`config.mk`:
```
export PLATFORM = sky130hd
export DESIGN_NAME = wb_stage
export DESIGN_NICKNAME = d
export VERILOG_FILES = /design/src/rtl/wb_stage.sv
export SDC_FILE = /design/constraint.sdc
export NUM_CORES = 1
export LEC_CHECK = 0
export BUFFER_PORTS_ARGS = -buffer_cell sky130_fd_sc_hd__buf_2
export CAP_MARGIN = 25
export CORE_AREA = 4 4 91 110
export DETAILED_ROUTE_END_ITERATION = 7
export DIE_AREA = 0 0 95 114
export GPL_ROUTABILITY_DRIVEN = 0
export PLACE_DENSITY = 0.86
export SETUP_SLACK_MARGIN = 0.02
export SLEW_MARGIN = 40
export SYNTH_ARGS = -nofsm -noshare
export SYNTH_HDL_FRONTEND = slang
export SYNTH_SLANG_ARGS = --single-unit
```
`constraint.sdc`:
```
create_clock -name clk -period 2.2 [get_ports clk]
set_clock_uncertainty 0.15 [all_clocks]
set_input_delay 0.11 -clock clk [delete_from_list [all_inputs] [get_ports clk]]
set_output_delay 0.11 -clock clk [all_outputs]
set_load 0.02 [all_outputs]
```
`src/rtl/wb_stage.sv`:
```
// wb_stage: registered write-back select with load wait, timeout abort and optional load extension
//
// Optional feature macro: WB_LOAD_EXT_EN (sub-word load alignment and sign/zero extension).
//
// Ports:
//   clk, rst_n            clock (rising edge), asynchronous active-low reset
//   in_valid / in_ready   MEM-stage handshake; in_ready is high only in IDLE
//   in_reg_wr, in_rd      write enable request and destination register
//   in_wb_sel             00 ALU, 01 PC+4, 10 load, 11 CSR
//   in_alu_res, in_pc,    candidate write-back sources
//   in_csr_rdata
//   in_funct3, in_addr_lo load type and byte offset (used only with WB_LOAD_EXT_EN)
//   dmem_rvalid/rdata     load response
//   rf_we/waddr/wdata     registered register-file write port
//   load_err              one-cycle pulse when a load response times out
module wb_stage #(
    parameter int XLEN = 32,
    parameter int TIMEOUT = 16,
    localparam int OFFW = $clog2(XLEN / 8)
) (
    input  logic            clk,
    input  logic            rst_n,
    input  logic            in_valid,
    output logic            in_ready,
    input  logic            in_reg_wr,
    input  logic [4:0]      in_rd,
    input  logic [1:0]      in_wb_sel,
    input  logic [XLEN-1:0] in_alu_res,
    input  logic [XLEN-1:0] in_pc,
    input  logic [XLEN-1:0] in_csr_rdata,
    input  logic [2:0]      in_funct3,
    input  logic [OFFW-1:0] in_addr_lo,
    input  logic            dmem_rvalid,
    input  logic [XLEN-1:0] dmem_rdata,
    output logic            rf_we,
    output logic [4:0]      rf_waddr,
    output logic [XLEN-1:0] rf_wdata,
    output logic            load_err
);
    localparam int CW = $clog2(TIMEOUT);
    localparam logic [0:0] IDLE = 1'b0;
    localparam logic [0:0] WAIT_LOAD = 1'b1;

    logic [0:0]      r_state;
    logic [CW-1:0]   r_cnt;
    logic [4:0]      r_rd;
    logic            r_reg_wr;
    logic            w_wait;
    logic [XLEN-1:0] w_load;
    logic [XLEN-1:0] w_sel;

    assign w_wait   = (r_state == WAIT_LOAD);
    assign in_ready = !w_wait;

`ifdef WB_LOAD_EXT_EN
    logic [2:0]      r_funct3;
    logic [OFFW-1:0] r_addr_lo;
    logic [2:0]      w_f3;
    logic [OFFW-1:0] w_lo;
    logic [XLEN-1:0] w_lane;

    // While waiting, the extension uses the load attributes captured at accept
    assign w_f3   = w_wait ? r_funct3 : in_funct3;
    assign w_lo   = w_wait ? r_addr_lo : in_addr_lo;
    assign w_lane = dmem_rdata >> {w_lo, 3'b000};

    always_comb begin
        case (w_f3)
            3'b000:  w_load = XLEN'($signed(w_lane[7:0]));
            3'b001:  w_load = XLEN'($signed(w_lane[15:0]));
            3'b100:  w_load = XLEN'(w_lane[7:0]);
            3'b101:  w_load = XLEN'(w_lane[15:0]);
            3'b010:  w_load = (XLEN == 64) ? XLEN'($signed(w_lane[31:0])) : dmem_rdata;
            3'b110:  w_load = (XLEN == 64) ? XLEN'(w_lane[31:0]) : dmem_rdata;
            default: w_load = dmem_rdata;
        endcase
    end
`else
    logic w_unused_ext;
    assign w_unused_ext = ^{in_funct3, in_addr_lo};
    assign w_load       = dmem_rdata;
`endif

    assign w_sel = (in_wb_sel == 2'b00) ? in_alu_res :
                   (in_wb_sel == 2'b01) ? in_pc + XLEN'(4) :
                   (in_wb_sel == 2'b10) ? w_load : in_csr_rdata;

    always_ff @(posedge clk or negedge rst_n) begin
        if (!rst_n) begin
            r_state  <= IDLE;
            r_cnt    <= '0;
            r_rd     <= '0;
            r_reg_wr <= 1'b0;
            rf_we    <= 1'b0;
            rf_waddr <= '0;
            rf_wdata <= '0;
            load_err <= 1'b0;
`ifdef WB_LOAD_EXT_EN
            r_funct3  <= '0;
            r_addr_lo <= '0;
`endif
        end else begin
            rf_we    <= 1'b0;
            load_err <= 1'b0;
            if (!w_wait) begin
                if (in_valid) begin
                    // A load whose data is already present retires like any other op
                    if (in_wb_sel != 2'b10 || dmem_rvalid) begin
                        rf_we    <= in_reg_wr && (in_rd != 5'd0);
                        rf_waddr <= in_rd;
                        rf_wdata <= w_sel;
                    end else begin
                        r_rd     <= in_rd;
                        r_reg_wr <= in_reg_wr;
                        r_cnt    <= '0;
                        r_state  <= WAIT_LOAD;
`ifdef WB_LOAD_EXT_EN
                        r_funct3  <= in_funct3;
                        r_addr_lo <= in_addr_lo;
`endif
                    end
                end
            end else if (dmem_rvalid) begin
                // Response beats timeout when both land in the same cycle
                rf_we    <= r_reg_wr && (r_rd != 5'd0);
                rf_waddr <= r_rd;
                rf_wdata <= w_load;
                r_state  <= IDLE;
            end else if (r_cnt == CW'(TIMEOUT - 1)) begin
                load_err <= 1'b1;
                r_state  <= IDLE;
            end else begin
                r_cnt <= r_cnt + 1'b1;
            end
        end
    end
endmodule

```
* Word-level counts from Yosys, hierarchy flattened
Cells that the tools add are included.
** Word-level totals
- Flip-flop bits (word level) :: 50
- Input bits :: 145
- Output and inout port bits :: 40
** Operators by class
- Add/subtract/negate cells :: 2
- Equal/unequal tests :: 8
- Muxes and demuxes :: 28
- Bitwise operators :: 2
- Reductions and logical operators :: 12
** Operator list (number)
- two-way mux 32 bit :: 7
- adder 32 x 3 -> 32 bit (second input constant) :: 1
- two-way mux 4 bit :: 5
- two-way mux 5 bit :: 4
- two-way mux 1 bit :: 12
- inequality test 2 bit (second input constant) :: 5
- nonzero test 5 bit :: 2
- AND reduction 3 bit :: 2
- adder 4 x 1 -> 4 bit (second input constant) :: 1
- == test 4 bit (second input constant) :: 1
- AND reduction 4 bit :: 1
- nonzero test 2 bit :: 2
- == test 2 x 1 -> 1 bit (second input constant) :: 1
- == test 2 bit (second input constant) :: 1
- logical AND 1 bit :: 2
- logical NOT 2 bit :: 1
- NOT 1 bit :: 2
- logical NOT 1 bit :: 1
- logical OR 1 bit :: 1

* Longest topological paths before layout
- Depth after elaboration :: 7
- Depth in mapped cells :: 8

* Worst setup path before layout
Ideal clock, no wire load.
- Path kind :: register to register
- From :: register r_state
- To :: register rf_wdata[13]
- Setup time :: 138 ps
- Arrival time :: 1428 ps
- Setup slack :: 484 ps
- Cell stages (with the launch flop) :: 7
- Path buffers :: 3
- Clock period less this slack :: 1716 ps
- Path through :: dfrtp_1 > buf_2 > and2_1 > buf_2 > clkbuf_1 > a222oi_1 > o21ai_0
** On the way
- Cells in the longest elaborated chain, start to end :: 2
- Elaborated cells on any way between the ends :: 5
- Those cells by class :: eq/ne (1); mux (1); reduce/logical (3)
** RTL lines
- start, declared :: line 44 : logic [0:0] r_state;
- start signal, assigned :: line 90 : r_state <= IDLE;
- start signal, assigned :: line 116 : r_state <= WAIT_LOAD;
- start signal, assigned :: line 128 : r_state <= IDLE;
- inequality test 2 bit (no source line) or nonzero test 2 bit (tied branches)
- AND reduction 3 bit (no source line)
- end signal, assigned :: line 111 : rf_wdata <= w_sel;
- end signal, assigned :: line 127 : rf_wdata <= w_load;
- end, declared :: line 37 : output logic [XLEN-1:0] rf_wdata,
Several ways; a longest one is shown, not always the timed one.
A chain may end at the register's enable or synchronous reset.

* Worst setup path in the final report
- From :: register r_state
- To :: register rf_wdata[9]
The elaborated chain is that of the path after synthesis.

==> impl_metrics.tcl <==
set metrics [dict create \
    pwr_density_cell_nw_per_um2 542 \
    drt_iter0_drc 300 \
    slew_headroom 0.413 \
    port_buffers 179 \
    clk_pin_slew_ns 0.11 \
    grt_pass1_wl_mm 22.7 \
    endpoint_kind "flip-flop" \
    ys_warn_count 0 \
    cp.buffers_inverters 1 \
    grt_max_degree 51 \
    syn_inst 453 \
    start_kind "flip-flop" \
    die_h_um 114 \
    clockRootBuffer "clkbuf_8" \
    dp.final_hpwl_mm 11.0 \
    ys.flop_type "dfrtp_1" \
    rsz0062_at_grt "no" \
    path_class "flip-flop to flip-flop" \
    worst_pin_slew_ns 0.872 \
    h-tree-depth 2 \
    cts_tree "done" \
    via_per_inst 5.85 \
    cp.required_ns 2.26 \
    crit_arrival_ns 2.15 \
    initial_core_util 0.425 \
    met2_length_mm 7.41 \
    wl_per_cell_um 18.8 \
    dr_wl_met3_mm 1.37 \
    p_sw_frac 0.375 \
    p_seq_frac 0.409 \
    p_comb_frac 0.379 \
    synth_edf_count 0 \
    postCtsSetupBuffers 0 \
    setup_tns_ns 0 \
    wl_met1_mm 5.38 \
    clkLatencyLatePin_ns 0.32 \
    min_period_over_period 0.951 \
    clkPwrFrac 0.212 \
    path_delay_family "compound AO/OA/AOI/OAI gates" \
    antenna_left 0 \
    ys_ff_latch 50 \
    synthToLayoutAreaGrowth_pct 40.0 \
    coreArea_um2 8940 \
    num_rows 38 \
    drt_first_pass_iters 5 \
    postLayoutCellArea_um2 5320 \
    dp_slack_ns 0.174 \
    track_usage 0.272 \
    critical_path.max_stage_delay_ns 0.48 \
    drive_above_1_share 0.343 \
    cts_buffers 5 \
    p_sw_w 0.00108 \
    synthesis.area_um2 3800 \
    setup_slack_ns 0.109 \
    dieWidth_um 95 \
    vias 4571 \
    synth.distinct_cells 56 \
    maxCapViolCount 0 \
    die_area_um2 10800 \
    n_fill_cell 789 \
    crit_chain "nor2b_1 -> o21ai_0 -> buf_4 -> o311ai_0" \
    remaining_drc_errors 0 \
    hp-class "primary input to flip-flop" \
    syn_nets 600 \
    multiInputGateArea_um2 2380 \
    n_antenna_cell 0 \
    io_pins 185 \
    ys_top_cells_by_area "dfrtp_1 (33%), nand2_1 (7.0%), mux2i_1 (6.9%)" \
    seq_area_um2 1250 \
    ctsLongestPathBuffers 2 \
    synth_async_sr_flop_share 1.00 \
    antenna_found_initial 0 \
    cts_sinks 50 \
    wl_mm 14.7 \
    power.leakage_nw 2.46 \
    irDropWorstVdd_uv 283 \
    grt_pass1_vias 4716 \
    fmax_ghz 0.478 \
    dpl_cell_area_um2 4880 \
    ys_seq_area_frac 0.329 \
    setup-violations-final 0 \
    path_max_fanout 7 \
    post_cts_resized 0 \
    fin_nets 807 \
    cp_slowest_cell "dfrtp_1" \
    grt_overflow 0 \
    status "completed" \
    drv_slew 0 \
    avgSynthCellArea_um2 8.39 \
    fin_crit_ns 2.09 \
    synth_top_cell_area_share 0.329 \
    internal-power_w 0.00180 \
    yosysTopAreaCell "dfrtp_1" \
    hold_viol_final 0 \
    highest_layer "met4" \
]
## placed cells by master (no fill, tap or decap), types with 3 or more instances in the layout
master and instances:
a211oi_1 6, a21oi_1 34, a221o_1 3, a22oi_1 4
and2_1 5, and3_1 5, and4_1 6, buf_2 179
buf_4 18, clkbuf_8 6, dfrtp_1 50, dlygate4sd3_1 34
inv_1 7, mux2_2 8, mux2i_1 26, mux4_2 6
nand2_1 71, nand2b_1 8, nand3_1 11, nand4_1 6
nor2_1 24, nor2b_1 6, nor3_1 10, nor4_1 7
o211ai_1 3, o21a_1 3, o21ai_0 40, o221ai_1 5
o22ai_1 8, o31a_1 6, xnor2_1 11, xor2_1 7
## cells in the mapped netlist (all sizes together), types with 2 or more instances
master   instances
nand2b           8
a222oi           2
clkbuf          13
nor2            24
a221o            3
mux2             8
o31a             6
nor3b            2
a22oi            4
mux4             6
xor2             7
xnor2           11
and2             5
nor4             8
nor2b            6
or3              2
o221ai           5
dfrtp           50
a221oi           2
o21a             3
and4             6
mux2i           26
o22ai            9
and3             5
buf             20
a2bb2oi          2
nand4            7
a21oi           34
nand2           71
nor3            11
a31oi            2
o311ai           3
o211ai           3
nand3           12
o31ai            2
inv              7
or4              2
ha               2
a211oi           6
o21ai           41
## stage by stage
step                total power, W  utilization  hold slack [ns]  std cells
floorplan                  0.00176            -           -0.336        453
global placement           0.00219        0.546            0.116        739
detailed placement         0.00223        0.546            0.127        739
CTS                        0.00289        0.595         0.000206        781
global route               0.00305        0.595           0.0304        781
finish                     0.00288        0.595          0.00400        781
## layer usage
layer  track usage  vias to the layer above
met1         0.315                     2176
met4         0.129                        0
met5             0                        -
li1              -                     2089
met2         0.475                      265
met3        0.0534                       41
## registers in the layout, summed over array words and instances, names as in the netlist
name,flops
load_err,1
rf_wdata,32
r_reg_wr,1
r_state,1
rf_we,1
rf_waddr,5
r_rd,5
r_cnt,4
## worst paths after layout
path / start / endpoint / slack, ns / cells after the start
max in group asynchronous: rst_n / rf_wdata[3]$_DFFE_PN0P_ / 1.14 / 3
min reg2reg: rf_waddr[0]$_DFFE_PN0P_ / rf_waddr[0]$_DFFE_PN0P_ / 0.33 / 2
min: dmem_rdata[28] / rf_wdata[28]$_DFFE_PN0P_ / 0.004 / 3
max: r_state$_DFF_PN0_ / rf_wdata[9]$_DFFE_PN0P_ / 0.11 / 4
max reg2reg: r_state$_DFF_PN0_ / rf_wdata[9]$_DFFE_PN0P_ / 0.11 / 4
min in group asynchronous: rst_n / rf_wdata[10]$_DFFE_PN0P_ / 0.28 / 3
## power groups by stage
stage               registers [W]  clock network (W)  logic (W)
finish                    0.00118           0.000610    0.00109
global route              0.00120           0.000657    0.00119
CTS                       0.00118           0.000622    0.00109
detailed placement        0.00119                  0    0.00104
global placement          0.00118                  0    0.00101
floorplan                 0.00133                  0   0.000424
## layout make-up
class                           instances  share of cell area
Clock inverter                          2             0.00306
Inverter                                7             0.00494
Tap cell                              120              0.0282
Timing Repair Buffer                  233               0.265
Multi-Input combinational cell        363               0.448
Clock buffer                            6              0.0155
Sequential cell                        50               0.235
## what timing repair did
| item | in CTS | in global routing |
|---|---|---|
| hold endpoints to repair | 84 | 0 |
| hold buffers | 34 | 0 |
| endpoints found under the setup margin | 0 | 0 |
## worst register-to-register path: cells and delay by family (launching register included)
kind	cells	cell delay, ns
compound gates	2	0.75
flops	1	0.48
buf+inv	1	0.31
simple gates	1	0.29
## cells by family after synthesis
logic type	after synthesis	synth area share
AO/OA/AOI/OAI	132	0.223
XOR/XNOR	18	0.0415
adder cells (fa/ha/maj)	2	0.00659
buffers and inverters	40	0.0458
flip-flops	50	0.329
multiplexers	40	0.128
AND/OR/NAND/NOR	171	0.226
No activity file was read; power rests on OpenSTA's default activity.
